<file path="config.mk">
export PLATFORM = sky130hd
export DESIGN_NAME = mem_bus_stage_flat
export DESIGN_NICKNAME = d
export VERILOG_FILES = /design/src/rtl/mem_bus_stage_if.sv /design/src/rtl/mem_bus_stage.sv /design/src/flat_wrapper.sv
export SDC_FILE = /design/constraint.sdc
export NUM_CORES = 1
export LEC_CHECK = 0
export BUFFER_PORTS_ARGS = -buffer_cell sky130_fd_sc_hd__buf_2
export CORE_MARGIN = 2
export CORE_UTILIZATION = 25
export DETAILED_ROUTE_END_ITERATION = 10
export SLEW_MARGIN = 20
export SYNTH_ARGS = -nofsm -noshare
export SYNTH_HDL_FRONTEND = slang
export SYNTH_SLANG_ARGS = --single-unit
</file>
<file path="constraint.sdc">
create_clock -name clk -period 2.95 [get_ports clk]
set_input_delay 0.4425 -clock clk [delete_from_list [all_inputs] [get_ports clk]]
set_output_delay 0.4425 -clock clk [all_outputs]
set_load 0.03 [all_outputs]
</file>
<file path="src/rtl/mem_bus_stage_if.sv">
// Data-bus bundle between the MEM pipeline stage (master) and the memory slave.
// The master issues a word-addressed request with big-endian byte enables and
// holds it until the slave returns a one-cycle ack with read data.
interface mem_bus_stage_if;
    logic        req;
    logic        we;
    logic [31:0] addr;
    logic [3:0]  sel;
    logic [31:0] wdata;
    logic        ack;
    logic [31:0] rdata;

    modport master (
        output req,
        output we,
        output addr,
        output sel,
        output wdata,
        input  ack,
        input  rdata
    );

    modport slave (
        input  req,
        input  we,
        input  addr,
        input  sel,
        input  wdata,
        output ack,
        output rdata
    );
endinterface

</file>
<file path="src/rtl/mem_bus_stage.sv">
// MEM pipeline stage. Non-memory operations pass straight from EX/MEM to
// MEM/WB. Aligned loads/stores run one bus transaction through a three-state
// FSM (IDLE -> BUSY -> optional HOLD), stalling the pipeline while waiting.
// Misaligned accesses never reach the bus and have their register write
// suppressed. A BUSY phase without ack is aborted after BUS_TIMEOUT cycles.
module mem_bus_stage #(
    parameter int unsigned BUS_TIMEOUT = 32'd255,
    parameter int unsigned TO_W        = 32'd8
) (
    input  logic                   clk,
    input  logic                   rst,
    input  logic [5:0]             stall,
    input  logic [4:0]             wd_i,
    input  logic                   wreg_i,
    input  logic [31:0]            wdata_i,
    input  logic [31:0]            hi_i,
    input  logic [31:0]            lo_i,
    input  logic                   whilo_i,
    input  logic [7:0]             aluop_i,
    input  logic [31:0]            mem_addr_i,
    input  logic [31:0]            reg2_i,
    output logic [4:0]             wd_o,
    output logic                   wreg_o,
    output logic [31:0]            wdata_o,
    output logic [31:0]            hi_o,
    output logic [31:0]            lo_o,
    output logic                   whilo_o,
    mem_bus_stage_if.master        bus,
    output logic                   stallreq_o,
    output logic                   bus_err_o
);
    localparam logic [7:0] EXE_LB_OP  = 8'b1110_0000;
    localparam logic [7:0] EXE_LH_OP  = 8'b1110_0001;
    localparam logic [7:0] EXE_LW_OP  = 8'b1110_0011;
    localparam logic [7:0] EXE_LBU_OP = 8'b1110_0100;
    localparam logic [7:0] EXE_LHU_OP = 8'b1110_0101;
    localparam logic [7:0] EXE_SB_OP  = 8'b1110_1000;
    localparam logic [7:0] EXE_SH_OP  = 8'b1110_1001;
    localparam logic [7:0] EXE_SW_OP  = 8'b1110_1011;

    typedef enum logic [1:0] {
        ST_IDLE = 2'd0,
        ST_BUSY = 2'd1,
        ST_HOLD = 2'd2
    } state_t;

    state_t            state_q, state_d;
    logic              req_q, req_d;
    logic              we_q, we_d;
    logic [31:0]       addr_q, addr_d;
    logic [3:0]        sel_q, sel_d;
    logic [31:0]       wdata_q, wdata_d;
    logic [31:0]       rbuf_q, rbuf_d;
    logic [TO_W-1:0]   cnt_q, cnt_d;
    logic              err_q, err_d;
    logic              tmo_flag_q, tmo_flag_d;

    logic              is_load_s;
    logic              is_store_s;
    logic              is_mem_s;
    logic              misalign_s;
    logic              tmo_hit_s;
    logic              unused_stall_s;

    // Big-endian byte enables: lane 3 carries address offset 00.
    function automatic logic [3:0] lane_sel(input logic [7:0] op, input logic [1:0] a);
        logic [3:0] s;
        case (op)
            EXE_LB_OP, EXE_LBU_OP, EXE_SB_OP: s = 4'b1000 >> a;
            EXE_LH_OP, EXE_LHU_OP, EXE_SH_OP: s = a[1] ? 4'b0011 : 4'b1100;
            default:                          s = 4'b1111;
        endcase
        return s;
    endfunction

    // Stores replicate the datum across every lane so the slave can take any.
    function automatic logic [31:0] store_lanes(input logic [7:0] op, input logic [31:0] d);
        logic [31:0] r;
        case (op)
            EXE_SB_OP: r = {4{d[7:0]}};
            EXE_SH_OP: r = {2{d[15:0]}};
            EXE_SW_OP: r = d;
            default:   r = 32'd0;
        endcase
        return r;
    endfunction

    // Pick the addressed byte/half from a bus word and sign/zero extend it.
    function automatic logic [31:0] load_extend(input logic [7:0] op, input logic [1:0] a,
                                                input logic [31:0] rd);
        logic [7:0]  b;
        logic [15:0] h;
        logic [31:0] r;
        case (a)
            2'b00:   b = rd[31:24];
            2'b01:   b = rd[23:16];
            2'b10:   b = rd[15:8];
            default: b = rd[7:0];
        endcase
        h = a[1] ? rd[15:0] : rd[31:16];
        case (op)
            EXE_LB_OP:  r = {{24{b[7]}}, b};
            EXE_LBU_OP: r = {24'd0, b};
            EXE_LH_OP:  r = {{16{h[15]}}, h};
            EXE_LHU_OP: r = {16'd0, h};
            default:    r = rd;
        endcase
        return r;
    endfunction

    // Classify the EX/MEM operation into load/store and flag misalignment.
    always_comb begin
        is_load_s  = 1'b0;
        is_store_s = 1'b0;
        misalign_s = 1'b0;
        case (aluop_i)
            EXE_LB_OP, EXE_LBU_OP: is_load_s = 1'b1;
            EXE_LH_OP, EXE_LHU_OP: begin
                is_load_s  = 1'b1;
                misalign_s = mem_addr_i[0];
            end
            EXE_LW_OP: begin
                is_load_s  = 1'b1;
                misalign_s = (mem_addr_i[1:0] != 2'b00);
            end
            EXE_SB_OP: is_store_s = 1'b1;
            EXE_SH_OP: begin
                is_store_s = 1'b1;
                misalign_s = mem_addr_i[0];
            end
            EXE_SW_OP: begin
                is_store_s = 1'b1;
                misalign_s = (mem_addr_i[1:0] != 2'b00);
            end
            default: is_load_s = 1'b0;
        endcase
    end

    assign is_mem_s  = is_load_s | is_store_s;
    // A zero BUS_TIMEOUT disables the abort entirely.
    assign tmo_hit_s = (BUS_TIMEOUT != 32'd0) && (cnt_q == TO_W'(BUS_TIMEOUT - 32'd1));

    // FSM next state, bus register next values and the combinational MEM/WB outputs.
    always_comb begin
        state_d    = state_q;
        req_d      = req_q;
        we_d       = we_q;
        addr_d     = addr_q;
        sel_d      = sel_q;
        wdata_d    = wdata_q;
        rbuf_d     = rbuf_q;
        cnt_d      = cnt_q;
        err_d      = 1'b0;
        tmo_flag_d = tmo_flag_q;
        stallreq_o = 1'b0;
        wreg_o     = wreg_i;
        wdata_o    = wdata_i;
        case (state_q)
            ST_IDLE: begin
                if (is_mem_s && misalign_s) begin
                    wreg_o = 1'b0;
                end else if (is_mem_s) begin
                    stallreq_o = 1'b1;
                    req_d      = 1'b1;
                    we_d       = is_store_s;
                    addr_d     = {mem_addr_i[31:2], 2'b00};
                    sel_d      = lane_sel(aluop_i, mem_addr_i[1:0]);
                    wdata_d    = store_lanes(aluop_i, reg2_i);
                    cnt_d      = '0;
                    tmo_flag_d = 1'b0;
                    state_d    = ST_BUSY;
                end else begin
                    state_d = ST_IDLE;
                end
            end
            ST_BUSY: begin
                if (bus.ack) begin
                    wdata_o = load_extend(aluop_i, mem_addr_i[1:0], bus.rdata);
                    req_d   = 1'b0;
                    we_d    = 1'b0;
                    rbuf_d  = bus.rdata;
                    cnt_d   = '0;
                    state_d = stall[3] ? ST_HOLD : ST_IDLE;
                end else if (tmo_hit_s) begin
                    wreg_o     = 1'b0;
                    req_d      = 1'b0;
                    we_d       = 1'b0;
                    err_d      = 1'b1;
                    tmo_flag_d = 1'b1;
                    cnt_d      = '0;
                    state_d    = stall[3] ? ST_HOLD : ST_IDLE;
                end else begin
                    stallreq_o = 1'b1;
                    cnt_d      = cnt_q + TO_W'(1);
                end
            end
            ST_HOLD: begin
                // EX/MEM is frozen while MEM is held, so aluop/addr still describe this access.
                wdata_o = load_extend(aluop_i, mem_addr_i[1:0], rbuf_q);
                wreg_o  = wreg_i & ~tmo_flag_q;
                if (stall[3]) begin
                    state_d = ST_HOLD;
                end else begin
                    state_d = ST_IDLE;
                end
            end
            default: state_d = ST_IDLE;
        endcase
    end

    // State and bus-side registers; async reset drops any request immediately.
    always_ff @(posedge clk or negedge rst) begin
        if (!rst) begin
            state_q    <= ST_IDLE;
            req_q      <= 1'b0;
            we_q       <= 1'b0;
            addr_q     <= 32'd0;
            sel_q      <= 4'd0;
            wdata_q    <= 32'd0;
            rbuf_q     <= 32'd0;
            cnt_q      <= '0;
            err_q      <= 1'b0;
            tmo_flag_q <= 1'b0;
        end else begin
            state_q    <= state_d;
            req_q      <= req_d;
            we_q       <= we_d;
            addr_q     <= addr_d;
            sel_q      <= sel_d;
            wdata_q    <= wdata_d;
            rbuf_q     <= rbuf_d;
            cnt_q      <= cnt_d;
            err_q      <= err_d;
            tmo_flag_q <= tmo_flag_d;
        end
    end

    assign bus.req   = req_q;
    assign bus.we    = we_q;
    assign bus.addr  = addr_q;
    assign bus.sel   = sel_q;
    assign bus.wdata = wdata_q;
    assign bus_err_o = err_q;

    assign wd_o    = wd_i;
    assign hi_o    = hi_i;
    assign lo_o    = lo_i;
    assign whilo_o = whilo_i;

    // Only the MEM-held bit of the stall vector matters here.
    assign unused_stall_s = ^{stall[5:4], stall[2:0]};
endmodule
</file>
<file path="src/flat_wrapper.sv">
// flat-port wrapper written by rule: the top's interface ports become plain ports
module mem_bus_stage_flat 
#(
    parameter int unsigned BUS_TIMEOUT = 32'd255,
    parameter int unsigned TO_W        = 32'd8
)
  (clk, rst, stall, wd_i, wreg_i, wdata_i, hi_i, lo_i, whilo_i, aluop_i, mem_addr_i, reg2_i, wd_o, wreg_o, wdata_o, hi_o, lo_o, whilo_o, stallreq_o, bus_err_o, bus_req, bus_we, bus_addr, bus_sel, bus_wdata, bus_ack, bus_rdata);
  mem_bus_stage_if bus_i ();
  input  logic clk;
  input  logic rst;
  input  logic [5:0] stall;
  input  logic [4:0] wd_i;
  input  logic wreg_i;
  input  logic [31:0] wdata_i;
  input  logic [31:0] hi_i;
  input  logic [31:0] lo_i;
  input  logic whilo_i;
  input  logic [7:0] aluop_i;
  input  logic [31:0] mem_addr_i;
  input  logic [31:0] reg2_i;
  output logic [4:0] wd_o;
  output logic wreg_o;
  output logic [31:0] wdata_o;
  output logic [31:0] hi_o;
  output logic [31:0] lo_o;
  output logic whilo_o;
  output logic stallreq_o;
  output logic bus_err_o;
  output wire logic [$bits(bus_i.req)-1:0] bus_req;
  output wire logic [$bits(bus_i.we)-1:0] bus_we;
  output wire logic [$bits(bus_i.addr)-1:0] bus_addr;
  output wire logic [$bits(bus_i.sel)-1:0] bus_sel;
  output wire logic [$bits(bus_i.wdata)-1:0] bus_wdata;
  input wire logic [$bits(bus_i.ack)-1:0] bus_ack;
  input wire logic [$bits(bus_i.rdata)-1:0] bus_rdata;
  assign bus_req = bus_i.req;
  assign bus_we = bus_i.we;
  assign bus_addr = bus_i.addr;
  assign bus_sel = bus_i.sel;
  assign bus_wdata = bus_i.wdata;
  assign bus_i.ack = bus_ack;
  assign bus_i.rdata = bus_rdata;
  mem_bus_stage #(.BUS_TIMEOUT(BUS_TIMEOUT), .TO_W(TO_W)) u_core (.clk(clk), .rst(rst), .stall(stall), .wd_i(wd_i), .wreg_i(wreg_i), .wdata_i(wdata_i), .hi_i(hi_i), .lo_i(lo_i), .whilo_i(whilo_i), .aluop_i(aluop_i), .mem_addr_i(mem_addr_i), .reg2_i(reg2_i), .wd_o(wd_o), .wreg_o(wreg_o), .wdata_o(wdata_o), .hi_o(hi_o), .lo_o(lo_o), .whilo_o(whilo_o), .bus(bus_i), .stallreq_o(stallreq_o), .bus_err_o(bus_err_o));
endmodule
</file>
==> reports/metrics.yaml <==
die:
  floorplan.die_area_um2: 30920
  start_util_pct: 25.58
  io_pins: 391
  die_w_um: 175.8
  core_area_um2: 28860
  die_h_um: 175.8
  fp-row-count: 62
synthesis:
  synth_top_area_cell: "dfrtp_1"
  ys_ff_latch: 112
  synth-edff-count: 0
  seq_area_frac_synth_pct: 37.97
  syn-cell-area_um2: 7382
  ys_warn_count: 0
  synth_cell_type_count: 61
  syn-instance-count: 912
  synth.avg_cell_area_um2: 8.094
  synth_area_leaders: "dfrtp_1 (38%), nand2_1 (14%), buf_4 (7.4%)"
  ys.flop_type: "dfrtp_1"
  async_reset_ff_share_pct: 100.0
  synth_top_area_share_pct: 37.97
routing:
  dr.max_layer_used: "met5"
  drc: 0
  routedWlPerCell_um: 18.96
  firstDrtPassIters: 5
  viasPerCell: 4.994
  wirelength_um: 28000
  wl_met3_um: 2158
  drt_iter0_markers: 585
  dr_wl_met2_um: 13030
  vias: 7376
  drt-met1-wl_um: 12290
  ant_nets: 0
clock_tree:
  cts-root-buf: "clkbuf_16"
  cts_made_buffers: 9
  cts_tree: "built"
  htreeDepth: 3
  cts_sinks: 112
  clockBufferDepth: 2
  clk_latency_ns: 0.36
  clk_pin_slew_ns: 0.08
  postCtsHoldBufs: 0
grt:
  grt_max_degree: 58
  grt.total_usage_pct: 17.42
  grt-ovfl-total: 0
  grt_pass1_wl_um: 41660
  antenna_found_initial: 1
  grt_pass1_vias: 6998
setup_path:
  start_kind: "flip-flop"
  end_kind: "output pin"
  worstSetupPathType: "reg -> out"
  rr_worst_depth: 8
  cp_num_buf_inv: 2
  critPathTopFamily: "multiplexers"
  crit_path_max_fanout: 9
  cp_slowest_cell: "mux4_2"
  cp-startpoint: "u_core.rbuf_q[31]$_DFFE_PN0P_"
  path_depth: 7
  critPathMaxStageDelay_ns: 0.51
  arrival_ns: 2.43
  critPathCapture: "wdata_o[8]"
  r2r-start: "u_core.state_q[1]$_DFFE_PN0P_"
  reg2reg_to: "u_core.cnt_q[7]$_DFFE_PN0P_"
  regToRegSetupSlack_ns: 1.02
  critPathRequiredTime_ns: 2.51
  path_cells: "mux4_2 -> nand2_4 -> buf_6 -> a21oi_1 -> or3_1 -> a32o_1 -> buf_2"
power:
  irDropWorstVdd_uv: 243.7
  p_leak_nw: 4.578
  p_total_mw: 4.543
  p_per_area_nw_per_um2: 497.3
sta:
  max_freq_mhz: 347.9
  holdWs_ns: 0.1651
  min_period_ns: 2.874
  setup_violations: 0
  relSlewSlack_pct: 44.62
  drv_slew: 0
  hold_viol: 0
  finalCritPeriodShare_pct: 97.43
  setup_slack_ns: 0.07571
  tightest_slew_ns: 0.8307
  fin_skew_ns: 0.01190
placed_design:
  place_congestion: 0.8401
  portBuffers: 243
  place_ws_ns: -0.09703
  hpwl_um: 20800
final_layout:
  drive_gt1_share_pct: 33.39
  layout.nets: 1310
  seq_area_um2: 2804
  mostFrequentLayoutCell: "nand2_1"
  syn2layout_area_growth_pct: 23.75
  final_cell_mix: "nand2_1 (278), buf_2 (241), dfrtp_1 (111)"
  multi_input_area_um2: 3789
  diodes: 0
  fillers: 3128
run:
  max_cap_viol_count: 0
min_path:
  min_path_type: "in -> async"
status:
  status: "finished clean"
==> timing repair <==
action                     4_1_cts  5_1_grt
cloned                           0        1
pin swaps                        0        2
resized for setup                2       17
setup endpoints to repair       16       26
setup buffers                    0        2
hold endpoints to repair         0        0
==> cell families (layout without fill, tap and decap cells) <==
family                     after synthesis  in the layout  share of synthesized area [%]
and+or+nand+nor                        414            414                          23.59
AOI/OAI and AO/OA                      185            185                          17.24
buffers and inverters                  142            322                          11.53
DFF                                    112            112                          37.97
muxes                                   52             52                          8.610
adders and majority gates                6              6                          1.017
other                                    1              2                        0.05080
==> how the worst min path moves through the flow <==
stage                                          from                         endpoint  cells after the start
global route                                    rst     u_core.rbuf_q[9]$_DFFE_PN0P_                      1
detailed placement  u_core.bus.addr[27]$_DFFE_PN0P_  u_core.bus.addr[27]$_DFFE_PN0P_                      2
global placement    u_core.bus.addr[17]$_DFFE_PN0P_  u_core.bus.addr[17]$_DFFE_PN0P_                      2
finish                                          rst     u_core.rbuf_q[9]$_DFFE_PN0P_                      1
floorplan                                       rst  u_core.bus.addr[10]$_DFFE_PN0P_                      0
CTS                                             rst    u_core.rbuf_q[25]$_DFFE_PN0P_                      1
==> layer usage <==
layer | up-vias | GRT usage [%]
met1 | 3538 | 23.38
li1 | 3436 | -
met3 | 39 | 3.615
met2 | 361 | 28.87
met5 | - | 0
met4 | 2 | 3.857
==> per-stage QoR <==
stage	utilization (%)	setup TNS, ns	instance area (um^2)	cells
after floorplan	-	0	7386	913
after global placement	30.20	-0.7799	8716	1458
after detailed placement	30.20	-1.263	8716	1458
after CTS	31.28	-0.2070	9026	1474
after global routing	31.66	-0.0006926	9135	1477
final	31.66	0	9135	1477
==> cells in the mapped netlist, types with 3 or more instances <==
| library cell | instances |
|---|---|
| nor3_1 | 4 |
| o31ai_1 | 6 |
| nand3b_1 | 4 |
| nand2_1 | 281 |
| o21ai_0 | 48 |
| nor2_1 | 53 |
| or3_1 | 7 |
| a22oi_1 | 35 |
| buf_2 | 23 |
| nand2b_1 | 4 |
| o21ai_1 | 3 |
| a21oi_1 | 23 |
| o22ai_1 | 4 |
| a32o_1 | 6 |
| buf_4 | 73 |
| o211ai_1 | 6 |
| inv_1 | 11 |
| nand3_1 | 35 |
| and3_1 | 4 |
| o22a_1 | 3 |
| a221oi_1 | 20 |
| mux2_2 | 22 |
| mux2i_1 | 23 |
| buf_1 | 5 |
| dfrtp_1 | 112 |
| clkbuf_1 | 28 |
| a211o_1 | 4 |
| ha_1 | 6 |
| mux4_2 | 7 |
| a31oi_1 | 6 |
| nor2b_1 | 4 |
==> sequential cells by signal, indices dropped and copies added, names as in the netlist <==
signal,count
u_core.bus.addr,30
u_core.bus.req,1
u_core.bus.sel,4
u_core.bus.wdata,32
u_core.bus.we,1
u_core.bus_err_o,1
u_core.cnt_q,8
u_core.rbuf_q,32
u_core.state_q,2
u_core.tmo_flag_q,1
==> worst register-to-register path: cells and delay by family, from the launching register on <==
family                   cells  cell delay, ns
buffers and inverters        3            0.39
AO/OA/AOI/OAI                3            0.79
flip-flops                   1            0.39
AND/OR/NAND/NOR              1            0.10
adder cells (fa/ha/maj)      1            0.18
==> final cells by class <==
type	instances	share of cell area, %
flip-flops and latches	112	30.69
repair buffers	295	18.86
well taps	384	5.260
inverters	11	0.4520
clock buffers	9	2.465
multi-input cells	659	41.47
clock inverters	7	0.7944
==> power breakdown <==
group	leakage (nW)	switching [mW]	internal (mW)	total [mW]
registers	1.46	0.169	1.77	1.94
clock network	0.143	0.668	0.603	1.27
logic	2.97	0.872	0.456	1.33
(Power assumes the default switching activity.)
